[src/rtl/hub75_pkg.sv]
// hub75_pkg: shared state type, RGB layout, address width and BCM timing helper
package hub75_pkg;
    typedef enum logic [2:0] {IDLE, SHIFT, WAIT, LAT_A, LAT_B, LAT_C} state_e;
    typedef struct packed {
        logic b;
        logic g;
        logic r;
    } rgb_t;
    localparam int ADDR_W = 5;
    function automatic int plane_time(input int base, input int plane);
        return base << plane;
    endfunction
endpackage

[src/rtl/hub75_shifter.sv]
// hub75_shifter: fetches one row-pair bit-plane column by column and drives CK/RGB
module hub75_shifter import hub75_pkg::*; #(
    parameter int COLS = 32,
    parameter int CLK_DIV = 2
) (
    input  logic                      clk,
    input  logic                      rst_n,
    input  logic                      run_i,
    input  logic [2:0]                fb_rgb0_i,
    input  logic [2:0]                fb_rgb1_i,
    output logic                      fb_rd_o,
    output logic [$clog2(COLS)-1:0]   fb_col_o,
    output logic [2:0]                hub_rgb0_o,
    output logic [2:0]                hub_rgb1_o,
    output logic                      hub_ck_o,
    output logic                      done_o
);
    localparam int COL_W = $clog2(COLS);
    localparam int PH_W = $clog2(2 * CLK_DIV);
    localparam logic [PH_W-1:0] PH_LAST = PH_W'(2 * CLK_DIV - 1);
    localparam logic [PH_W-1:0] PH_RISE = PH_W'(CLK_DIV - 1);
    logic [COL_W-1:0] col_q, col_d;
    logic [PH_W-1:0] ph_q, ph_d;
    logic ck_q, ck_d, ph_wrap, capture;
    rgb_t rgb0_q, rgb0_d, rgb1_q, rgb1_d;
    // counters wrap to zero at the end of a shift so the next one starts at column 0 phase 0
    always_comb begin
        ph_wrap = ph_q == PH_LAST;
        capture = run_i && ph_q == PH_W'(1);
        ph_d = run_i ? (ph_wrap ? '0 : ph_q + 1'b1) : ph_q;
        col_d = run_i && ph_wrap ? col_q + 1'b1 : col_q;
        ck_d = run_i && ph_q == PH_RISE ? 1'b1 : (ph_wrap ? 1'b0 : ck_q);
        rgb0_d = capture ? rgb_t'(fb_rgb0_i) : rgb0_q;
        rgb1_d = capture ? rgb_t'(fb_rgb1_i) : rgb1_q;
    end
    // shift datapath registers
    always_ff @(posedge clk) begin
        if (!rst_n) begin
            col_q <= '0;
            ph_q <= '0;
            ck_q <= 1'b0;
            rgb0_q <= '0;
            rgb1_q <= '0;
        end else begin
            col_q <= col_d;
            ph_q <= ph_d;
            ck_q <= ck_d;
            rgb0_q <= rgb0_d;
            rgb1_q <= rgb1_d;
        end
    end
    assign fb_rd_o = run_i && ph_q == '0;
    assign fb_col_o = col_q;
    assign hub_rgb0_o = rgb0_q;
    assign hub_rgb1_o = rgb1_q;
    assign hub_ck_o = ck_q;
    assign done_o = run_i && ph_wrap && (&col_q);
endmodule

[src/rtl/hub75_scan_ctrl.sv]
// hub75_scan_ctrl: HUB75 1/16-scan BCM sequencer (shift, display timing, latch and blank)
module hub75_scan_ctrl import hub75_pkg::*; #(
    parameter int COLS = 32,
    parameter int ROWS = 16,
    parameter int PLANES = 4,
    parameter int CLK_DIV = 2,
    parameter int BASE_TIME = 64
) (
    input  logic                        clk,
    input  logic                        rst_n,
    input  logic                        enable_i,
    output logic                        fb_rd_o,
    output logic [$clog2(ROWS)-1:0]     fb_row_o,
    output logic [$clog2(COLS)-1:0]     fb_col_o,
    output logic [$clog2(PLANES)-1:0]   fb_plane_o,
    input  logic [2:0]                  fb_rgb0_i,
    input  logic [2:0]                  fb_rgb1_i,
    output logic [2:0]                  hub_rgb0_o,
    output logic [2:0]                  hub_rgb1_o,
    output logic                        hub_ck_o,
    output logic                        hub_la_o,
    output logic                        hub_bl_o,
    output logic [ADDR_W-1:0]           hub_addr_o,
    output logic                        frame_start_o,
    output logic                        busy_o
);
    localparam int RW = $clog2(ROWS);
    localparam int PW = $clog2(PLANES);
    localparam int TW = $clog2((BASE_TIME << (PLANES - 1)) + 1);
    state_e state_q, state_d;
    logic [RW-1:0] row_q, row_d;
    logic [PW-1:0] plane_q, plane_d;
    logic [ADDR_W-1:0] addr_q, addr_d;
    logic [TW-1:0] timer_q, timer_d;
    logic bl_q, la_q, fs_q, fs_d, shift_done, last_plane;
    hub75_shifter #(.COLS(COLS), .CLK_DIV(CLK_DIV)) u_shifter (
        .clk        (clk),
        .rst_n      (rst_n),
        .run_i      (state_q == SHIFT),
        .fb_rgb0_i  (fb_rgb0_i),
        .fb_rgb1_i  (fb_rgb1_i),
        .fb_rd_o    (fb_rd_o),
        .fb_col_o   (fb_col_o),
        .hub_rgb0_o (hub_rgb0_o),
        .hub_rgb1_o (hub_rgb1_o),
        .hub_ck_o   (hub_ck_o),
        .done_o     (shift_done)
    );
    // sequencing FSM; the display timer free-runs down to zero in every state
    always_comb begin
        state_d = state_q;
        row_d = row_q;
        plane_d = plane_q;
        addr_d = addr_q;
        fs_d = 1'b0;
        last_plane = plane_q == PW'(PLANES - 1);
        timer_d = timer_q != '0 ? timer_q - 1'b1 : timer_q;
        case (state_q)
            IDLE: begin
                state_d = enable_i ? SHIFT : IDLE;
                row_d = enable_i ? '0 : row_q;
                plane_d = enable_i ? '0 : plane_q;
            end
            SHIFT: state_d = shift_done ? WAIT : SHIFT;
            WAIT: state_d = timer_q == '0 ? LAT_A : WAIT;
            LAT_A: begin
                state_d = LAT_B;
                addr_d = ADDR_W'(row_q);
            end
            LAT_B: state_d = LAT_C;
            LAT_C: begin
                state_d = enable_i ? SHIFT : IDLE;
                timer_d = enable_i ? TW'(plane_time(BASE_TIME, 32'(plane_q))) : '0;
                fs_d = row_q == '0 && plane_q == '0;
                plane_d = last_plane ? '0 : plane_q + 1'b1;
                row_d = last_plane ? row_q + 1'b1 : row_q;
            end
            default: state_d = IDLE;
        endcase
    end
    // state, pointer and registered panel controls; blank follows the timer so BL-low time is exact
    always_ff @(posedge clk) begin
        if (!rst_n) begin
            state_q <= IDLE;
            row_q <= '0;
            plane_q <= '0;
            addr_q <= '0;
            timer_q <= '0;
            bl_q <= 1'b1;
            la_q <= 1'b0;
            fs_q <= 1'b0;
        end else begin
            state_q <= state_d;
            row_q <= row_d;
            plane_q <= plane_d;
            addr_q <= addr_d;
            timer_q <= timer_d;
            bl_q <= timer_d == '0;
            la_q <= state_d == LAT_B;
            fs_q <= fs_d;
        end
    end
    assign fb_row_o = row_q;
    assign fb_plane_o = plane_q;
    assign hub_addr_o = addr_q;
    assign hub_la_o = la_q;
    assign hub_bl_o = bl_q;
    assign frame_start_o = fs_q;
    assign busy_o = state_q != IDLE;
endmodule

[config.mk]
export PLATFORM = sky130hd
export DESIGN_NAME = hub75_scan_ctrl
export DESIGN_NICKNAME = d
export VERILOG_FILES = /design/src/rtl/hub75_pkg.sv /design/src/rtl/hub75_shifter.sv /design/src/rtl/hub75_scan_ctrl.sv
export SDC_FILE = /design/constraint.sdc
export NUM_CORES = 1
export LEC_CHECK = 0
export CAP_MARGIN = 20
export CORE_ASPECT_RATIO = 0.7
export CORE_MARGIN = 8
export CORE_UTILIZATION = 49
export CTS_BUF_LIST = sky130_fd_sc_hd__clkbuf_8
export DETAILED_ROUTE_END_ITERATION = 8
export GPL_TIMING_DRIVEN = 0
export MAX_ROUTING_LAYER = met4
export PLACE_DENSITY = 0.76
export SLEW_MARGIN = 0
export SYNTH_ARGS = -nofsm -noshare
export SYNTH_HDL_FRONTEND = slang
export SYNTH_HIERARCHICAL = 1
export SYNTH_SLANG_ARGS = --single-unit
[constraint.sdc]
create_clock -name clk -period 3.1 [get_ports clk]
set_clock_uncertainty 0.2 [all_clocks]
set_input_delay 0.465 -clock clk [delete_from_list [all_inputs] [get_ports clk]]
set_output_delay 0.465 -clock clk [all_outputs]
set_load 0.01 [all_outputs]
# ---- Word level (Yosys, flattened, before mapping)
# Index checks and enable logic that the tools add are counted.
dict set report word_totals {
  output_inout_bits 28
  regBits 40
  input_bits 9
}
dict set report classes {
  add_sub_neg 5
  shifts 1
  mux 16
  n_reduce_logical 20
  n_eq_ne 11
}
# op count
set op_table {}
lappend op_table {{$mux 10} 3}
lappend op_table {{$logic_not 10->1} 2}
lappend op_table {{$pmux 3 s5} 1}
lappend op_table {{$reduce_bool 10->1} 1}
lappend op_table {{$shl 7x2->10 const A} 1}
lappend op_table {{$sub 10x1->10 const B} 1}
lappend op_table {{$eq 3x3->1 const B} 3}
lappend op_table {{$mux 2} 4}
lappend op_table {{$mux 4} 2}
lappend op_table {{$pmux 4 s2} 1}
lappend op_table {{$eq 3x2->1 const B} 2}
lappend op_table {{$add 5x1->5 const B} 1}
lappend op_table {{$logic_and 1x1->1} 5}
lappend op_table {{$reduce_and 5->1} 1}
lappend op_table {{$add 2x1->2 const B} 2}
lappend op_table {{$add 4x1->4 const B} 1}
lappend op_table {{$eq 2x2->1 const B} 2}
lappend op_table {{$logic_not 2->1} 2}
lappend op_table {{$logic_not 4->1} 1}
lappend op_table {{$mux 1} 4}
lappend op_table {{$ne 2x2->1 const B} 2}
lappend op_table {{$pmux 2 s2} 1}
lappend op_table {{$reduce_and 2->1} 2}
lappend op_table {{$reduce_bool 2->1} 2}
lappend op_table {{other kinds (6)} 6}

# ---- Longest topological paths before layout
# Gate-level depths: netlist of the first run.
dict set report depth {
  depth_word 6
  ltp_mapped 10
}

# ---- By module
# Netlist of the first run, hierarchy kept.
# mod area_per_inst_um2 seq_area_each_um2 instances cells_per_inst
set modules_own_cells {}
lappend modules_own_cells {hub75_scan_ctrl 1328.8 520.5 1 158}
lappend modules_own_cells {hub75_shifter 635.6 280.3 1 69}

# ---- Least setup slack after synthesis of the first run
# OpenSTA, ideal clock, no wires.
dict set report synth_timing {
  path_kind {register to register}
  from {register timer_q[0]}
  to {register bl_q, in the netlist hub_bl_o}
  t_arrival_ns 2.130
  path_stages_with_launch 9
  required_ns 2.816
  setup_ns 0.084
  period_less_slack_ns 2.414
  slack_ns 0.686
  path_cell_list {dfxtp_1 > inv_1 > ha_1 > or3b_2 > nor4_1 > xnor2_1 > a31oi_1 > a211o_1 > o31ai_2}
}
dict set report synth_between {
  elab_chain_len 4
  elab_cells_between_ends 5
  cone_classes {add/sub (1); mux (2); reduce/logical (2)}
}
# element line
set synth_rtl {}
lappend synth_rtl {{start, declared} hub75_scan_ctrl.sv:34} ;# logic [TW-1:0] timer_q, timer_d;
lappend synth_rtl {{start signal, assigned} hub75_scan_ctrl.sv:97} ;# timer_q <= timer_d;
lappend synth_rtl {{$sub 10x1->10 or $reduce_bool 10->1 (tied branches)} hub75_scan_ctrl.sv:57} ;# timer_d = timer_q != '0 ? timer_q - 1'b1 : timer_q;
lappend synth_rtl {{$mux 10 (*)} hub75_scan_ctrl.sv:57}
lappend synth_rtl {{$mux 10 (*)} hub75_scan_ctrl.sv:58} ;# case (state_q)
lappend synth_rtl {{$logic_not 10->1 (*)} hub75_scan_ctrl.sv:98} ;# bl_q <= timer_d == '0;
lappend synth_rtl {{end signal, assigned} hub75_scan_ctrl.sv:89} ;# bl_q <= 1'b1;
lappend synth_rtl {{end signal, assigned} hub75_scan_ctrl.sv:98}
lappend synth_rtl {{end, declared} hub75_scan_ctrl.sv:35} ;# logic bl_q, la_q, fs_q, fs_d, shift_done, last_plane;
# Mark *: on every way between the ends. The rest lies on a longest branch, timed or not.
# A chain may end at the register's enable or synchronous reset.

# ---- Worst setup path after layout of the first run
dict set report layout_timing {
  from {register state_q[1]}
  to {output fb_rd_o}
}
dict set report layout_between {
  elab_chain_len 2
}
# element line
set layout_rtl {}
lappend layout_rtl {{start, declared} hub75_scan_ctrl.sv:30} ;# state_e state_q, state_d;
lappend layout_rtl {{start signal, assigned} hub75_scan_ctrl.sv:93} ;# state_q <= state_d;
lappend layout_rtl {{$eq 3x1->1} hub75_scan_ctrl.sv:39} ;# .run_i (state_q == SHIFT),
lappend layout_rtl {{$logic_and 1x1->1} hub75_shifter.sv:52} ;# assign fb_rd_o = run_i && ph_q == '0;
lappend layout_rtl {{end, declared} hub75_scan_ctrl.sv:12} ;# output logic fb_rd_o,
# No other way between the ends.

==> impl_metrics.ini, run 1 <==
[synth]
synth-seq-area-share_pct = 40.8
synth-edff-count = 0
yosysWarnings = 6
netlist_instances = 227
ys_ff_latch = 40
synthArstFlopShare_pct = 0
synthesis.nets = 248
synthDistinctLibCells = 43
synth_area_sq_um = 1960
syn_area_per_cell_sq_um = 8.65
yosys_most_used_dff = dfxtp_1

[power]
p_comb_share_pct = 35.1
power_frac_seq_pct = 42.8
p_sw_mw = 0.495
power.share.clock_pct = 22.1
intPower_mw = 0.954
powerDensity_nw_per_um2 = 590
cellLeakagePower_nw = 0.924
vdd_drop_max_v = 0.000308
p_sw_share_pct = 34.2

[floorplanning]
ios = 37
fp.dieW_um = 91.7
core_area_sq_um = 3870
die-height_um = 69.0
rows = 19
die_area_sq_um = 6320
start_util_pct = 50.7

[place]
dp_hpwl_mm = 3.18
numPortBuffers = 35
gp_congestion = 0.837
dpl_worst_slack_ns = 0.452
postPlaceCellArea_sq_um = 2380

[cts]
post_cts_buffers = 0
clkLatencyLatePin_ns = 0.29
htree_levels = 2
cts_inserted_buffers = 5
clk_path_buf_depth = 2
cts_root_buf = clkbuf_8
cts_resized = 0
cts_hold_buffers = 0
clock_sinks = 40
cts.reportedPaths.clkPinSlew_ns = 0.08
cts_tree = built

[finish]
nets = 290
nFillCells = 334
final_core_util_pct = 63.4
drive_gt1_share_pct = 7.43
area_delta_synth_final_pct = 25.2
antennaDiodeCount = 0
fin_area_sq_um = 2460

[hold_path]
worstHoldPathType = reg2reg
hp-start = u_shifter/hub_rgb0_o[0]

[route]
dr_total_vias = 1719
firstDrtPassIters = 4
routedWlPerCell_um = 13.4
drc = 0
vias_per_cell = 5.36
first_iter_violations = 74
ant_nets = 0
routed_wl_mm = 4.30

[timing]
rsz0062_at_grt = no
tns_ns = 0
worstMarginPinSlew_ns = 0.499
slew_headroom_pct = 65.9
finalSetupViolations = 0
setup_ws_ns = 0.241
finalHoldViolCount = 0
max_clock_freq_mhz = 350
period_needed_ns = 2.86
whs_ns = 0.257
period_share_pct = 92.2
drv_slew = 0

[worst_setup_path]
crit_type = reg2out
r2r_start = timer_q[0]
crit_start = state_q[1]
arrival_ns = 2.19
cp-start-kind = flip-flop
endpoint_kind = output port
crit_required_ns = 2.43
path_max_fanout = 10

[global_route]
antenna_found_initial = 0
grt_max_degree = 12
grt_pass1_wl_mm = 7.37
grt_use_total_pct = 15.1
grt_pass1_vias = 1624
grt_overflow = 0

[run_status]
status = completed

[run]
drv_cap = 0
==> kinds of logic (layout without fill, tap and decap cells) <==
kind of cell | Yosys count | after routing | synth area share [%]
AOI/OAI and AO/OA | 47 | 47 | 15.7
and+or+nand+nor | 94 | 94 | 25.2
other | 1 | 1 | 0.191
xor gates and xnor gates | 7 | 7 | 3.12
muxes | 6 | 6 | 3.12
buffers and inverters | 20 | 62 | 4.27
adders and majority gates | 12 | 12 | 7.64
DFF | 40 | 40 | 40.8
==> per-layer routing <==
metal	share of wire (%)	global-route usage [%]
met1	51	18.0
met2	44	23.4
met3	4.6	4.65
met4	1.2	6.69
met5	0	-
==> path summary, 6_finish.rpt <==
kind	endpoint	slack, ns	cells past startpoint
worst min register to register	u_shifter/hub_rgb0_o[0]	0.26	2
worst max register to register	hub_bl_o	0.43	8
worst max-delay path	fb_rd_o	0.24	6
worst min-delay path	u_shifter/hub_rgb0_o[0]	0.26	2
==> cell usage in the layout, fill, tap and decap left out, types with 2 or more instances in the layout <==
| cell type | count |
|---|---|
| mux2i_1 | 5 |
| a31oi_1 | 3 |
| a21boi_1 | 10 |
| a21oi_1 | 16 |
| nand3b_1 | 4 |
| a211oi_1 | 5 |
| nor2b_1 | 2 |
| clkbuf_8 | 5 |
| dfxtp_1 | 40 |
| clkbuf_1 | 5 |
| nand2b_1 | 3 |
| nor3_1 | 7 |
| ha_1 | 12 |
| nand3_1 | 19 |
| xnor2_1 | 6 |
| nor2_1 | 20 |
| nor4_1 | 3 |
| or3_1 | 4 |
| and2_1 | 6 |
| nand2_1 | 17 |
| inv_1 | 10 |
| o21ai_0 | 5 |
| buf_2 | 4 |
| clkdlybuf4s50_1 | 35 |
==> layout make-up <==
| type | count | area [sq um] | share of cell area [%] |
|---|---|---|---|
| clock inverter | 2 | 8.76 | 0.356 |
| inverter | 9 | 33.8 | 1.37 |
| clock buffer | 5 | 68.8 | 2.80 |
| sequential | 40 | 801 | 32.6 |
| timing repair buffer | 35 | 350 | 14.2 |
| tap | 52 | 65.1 | 2.65 |
| multi-input combinational | 167 | 1080 | 43.9 |
| buffer | 11 | 51.3 | 2.09 |
==> sequential cells by signal, summed over array words and instances (netlist names), 3 cells and up <==
name	cells
timer_q	10
u_shifter/fb_col_o	5
fb_row_o	4
hub_addr_o	4
state_q	3
u_shifter/hub_rgb0_o	3
u_shifter/hub_rgb1_o	3
==> metrics by stage <==
stage	cells	power, mW
6_report	321	1.45
5_1_grt	321	1.55
4_1_cts	321	1.46
3_5_place_dp	314	1.14
3_3_place_gp	314	1.13
2_1_floorplan	227	1.02
==> critical path, cell delays in order (launching register included) <==
cell,delay (ns)
dfxtp_1,0.32
clkbuf_1,0.20
nor3b_1,0.22
buf_2,0.21
buf_2,0.24
and2_1,0.17
clkdlybuf4s50_1,0.54
==> cell usage after synthesis, types with 2 or more instances <==
library cell | n | share of area [%]
and2_1 | 6 | 1.9
nand3b_1 | 4 | 1.5
ha_1 | 12 | 7.6
nand2_1 | 17 | 3.2
o21ai_0 | 5 | 1.3
nor4_1 | 3 | 0.96
inv_1 | 9 | 1.7
a31oi_1 | 3 | 0.96
clkbuf_1 | 6 | 1.1
dfxtp_1 | 40 | 41
nand2b_1 | 3 | 0.96
nor2b_1 | 2 | 0.64
or3_1 | 4 | 1.3
xnor2_1 | 6 | 2.7
buf_2 | 4 | 1.0
nor3_1 | 7 | 1.8
a21oi_1 | 16 | 4.1
nor2_1 | 20 | 3.8
a21boi_1 | 10 | 3.8
nand3_1 | 19 | 4.8
a211oi_1 | 5 | 1.9
mux2i_1 | 5 | 2.5
==> power groups by stage <==
stage                     Sequential (mW)  Clock (mW)  Combinational, mW
after global placement              0.630           0              0.498
after CTS                           0.620       0.331              0.509
final                               0.620       0.321              0.508
after global routing                0.630       0.357              0.568
after floorplan                     0.623           0              0.401
after detailed placement            0.632           0              0.504
Note: power is estimated with default switching activity, not from simulation.
==> run 2, diff against run 1 <==
Settings changed: SLEW_MARGIN 0 to unset.
==> results of run 2 <==
No change in the layout: final DEF, timing and power equal those of run 1.
==> run 3, diff against run 2 <==
Settings changed: CAP_MARGIN 20 to unset, CTS_CLUSTER_SIZE set to 24, RECOVER_POWER set to 100.
==> run 3 against run 2 <==
  * Clock power barely moved
  * Count of clock-buffer cells in the layout did not move
  * Global-route usage did not move
  * Largest power group unchanged
==> impl_metrics.ini, run 3 (synthesis gave the netlist of run 1 again) <==
[timing]
finalSetupViolations = 0
tns_ns = 0
max_clock_freq_mhz = 347
period_needed_ns = 2.88
drv_slew = 0
setup_ws_ns = 0.217
slew_headroom_pct = 65.7
whs_ns = 0.266
worstMarginPinSlew_ns = 0.501
finalHoldViolCount = 0
rsz0062_at_grt = no
period_share_pct = 93.0

[hold_path]
worstHoldPathType = reg2reg
min_to = u_shifter/hub_rgb0_o[0]
hp-start = u_shifter/hub_rgb0_o[0]
hold_depth = 2

[cts]
cts_tree = built
cts.reportedPaths.clkPinSlew_ns = 0.07
cts_root_buf = clkbuf_8
htree_levels = 2
clock_sinks = 40
cts_inserted_buffers = 5
clk_path_buf_depth = 2
clkLatencyLatePin_ns = 0.29
post_cts_buffers = 0

[power]
cellLeakagePower_nw = 0.997
powerDensity_nw_per_um2 = 587
vdd_drop_max_v = 0.000308
finalPower_mw = 1.44

[finish]
final_cell_mix = dfxtp_1, dlygate4sd3_1, nor2_1
regMostFlops = timer_q
antennaDiodeCount = 0
drive_gt1_share_pct = 6.69
nFillCells = 335
nets = 290
layout_commonest_cell = dfxtp_1
area_delta_synth_final_pct = 25.0
largest_reg_flops = 10
instances_no_fill = 321

[worst_setup_path]
worstReg2RegEnd = hub_bl_o
arrival_ns = 2.22
endpoint_kind = output port
ff2ff_path_depth = 8
crit_required_ns = 2.43
cp-start-kind = flip-flop
crit_start = state_q[1]
path_max_fanout = 10
r2r_start = timer_q[0]
crit_type = reg2out
ff2ff_setup_slack_ns = 0.43

[floorplanning]
rows = 19
core_area_sq_um = 3870
die_area_sq_um = 6320
die-height_um = 69.0
fp.dieW_um = 91.7
start_util_pct = 50.7
ios = 37

[place]
gp_congestion = 0.837
dp_hpwl_mm = 3.18
placedCellCount = 314
numPortBuffers = 35
dpl_worst_slack_ns = 0.452

[route]
ant_nets = 0
routedWlPerCell_um = 13.3
dr_total_vias = 1683
routed_wl_mm = 4.27
first_iter_violations = 68
drc = 0
firstDrtPassIters = 4
vias_per_cell = 5.24

[run_status]
status = completed

[run]
drv_cap = 0

[global_route]
grt_max_degree = 12
grt_overflow = 0
grt_pass1_wl_mm = 7.37
antenna_found_initial = 0
grt_use_total_pct = 15.1
grt_pass1_vias = 1624
[run 3: repair_timing]
item | 4_1_cts | 5_1_grt
hold buffers | 0 | 0
resized for setup | 0 | 2
endpoints found under the setup margin | 0 | 1
hold endpoints to repair | 0 | 0
[run 3: cell type report]
class / count / area (sq um) / share of cell area, %
buffer: 11 / 50.0 / 2.04
clock buffer: 5 / 68.8 / 2.80
clock inverter: 2 / 8.76 / 0.357
inverter: 9 / 33.8 / 1.38
multi-input combinational: 167 / 1080 / 43.9
sequential: 40 / 801 / 32.6
tap: 52 / 65.1 / 2.65
timing repair buffer: 35 / 350 / 14.3
[run 3: metrics by stage]
stage	instance area (sq um)	utilization, %
floorplan	1960	-
global placement	2380	61.4
detailed placement	2380	61.4
CTS	2460	63.4
global route	2450	63.4
finish	2450	63.4
[run 3: worst max-delay path, stage by stage, from the launching register on]
cell             delay, ns
dfxtp_1               0.32
clkbuf_1              0.20
nor3b_1               0.22
buf_2                 0.21
buf_2                 0.23
and2_0                0.18
clkdlybuf4s50_1       0.55
[run 3: where the power goes]
part	leakage (nW)	total (mW)	internal [mW]	switching [mW]
logic	0.627	0.499	0.230	0.269
clock network	0.0452	0.321	0.150	0.171
registers	0.325	0.620	0.566	0.0537
[run 3: worst max-delay path by stage]
stage | end | slack (ns) | depth (start not counted)
detailed placement | hub_bl_o | 0.45 | 8
CTS | fb_rd_o | 0.14 | 6
global placement | hub_bl_o | 0.47 | 8
floorplan | hub_bl_o | 0.69 | 8
finish | fb_rd_o | 0.22 | 6
global route | fb_rd_o | 0.04 | 6
[run 3: routing by layer]
metal  vias up  GRT usage (%)  wire, um
li1        881              -         -
met1       778           18.0      2200
met2        20           23.4      1850
met3         4           4.65       166
met4         0           6.69        50
met5         -              -         0
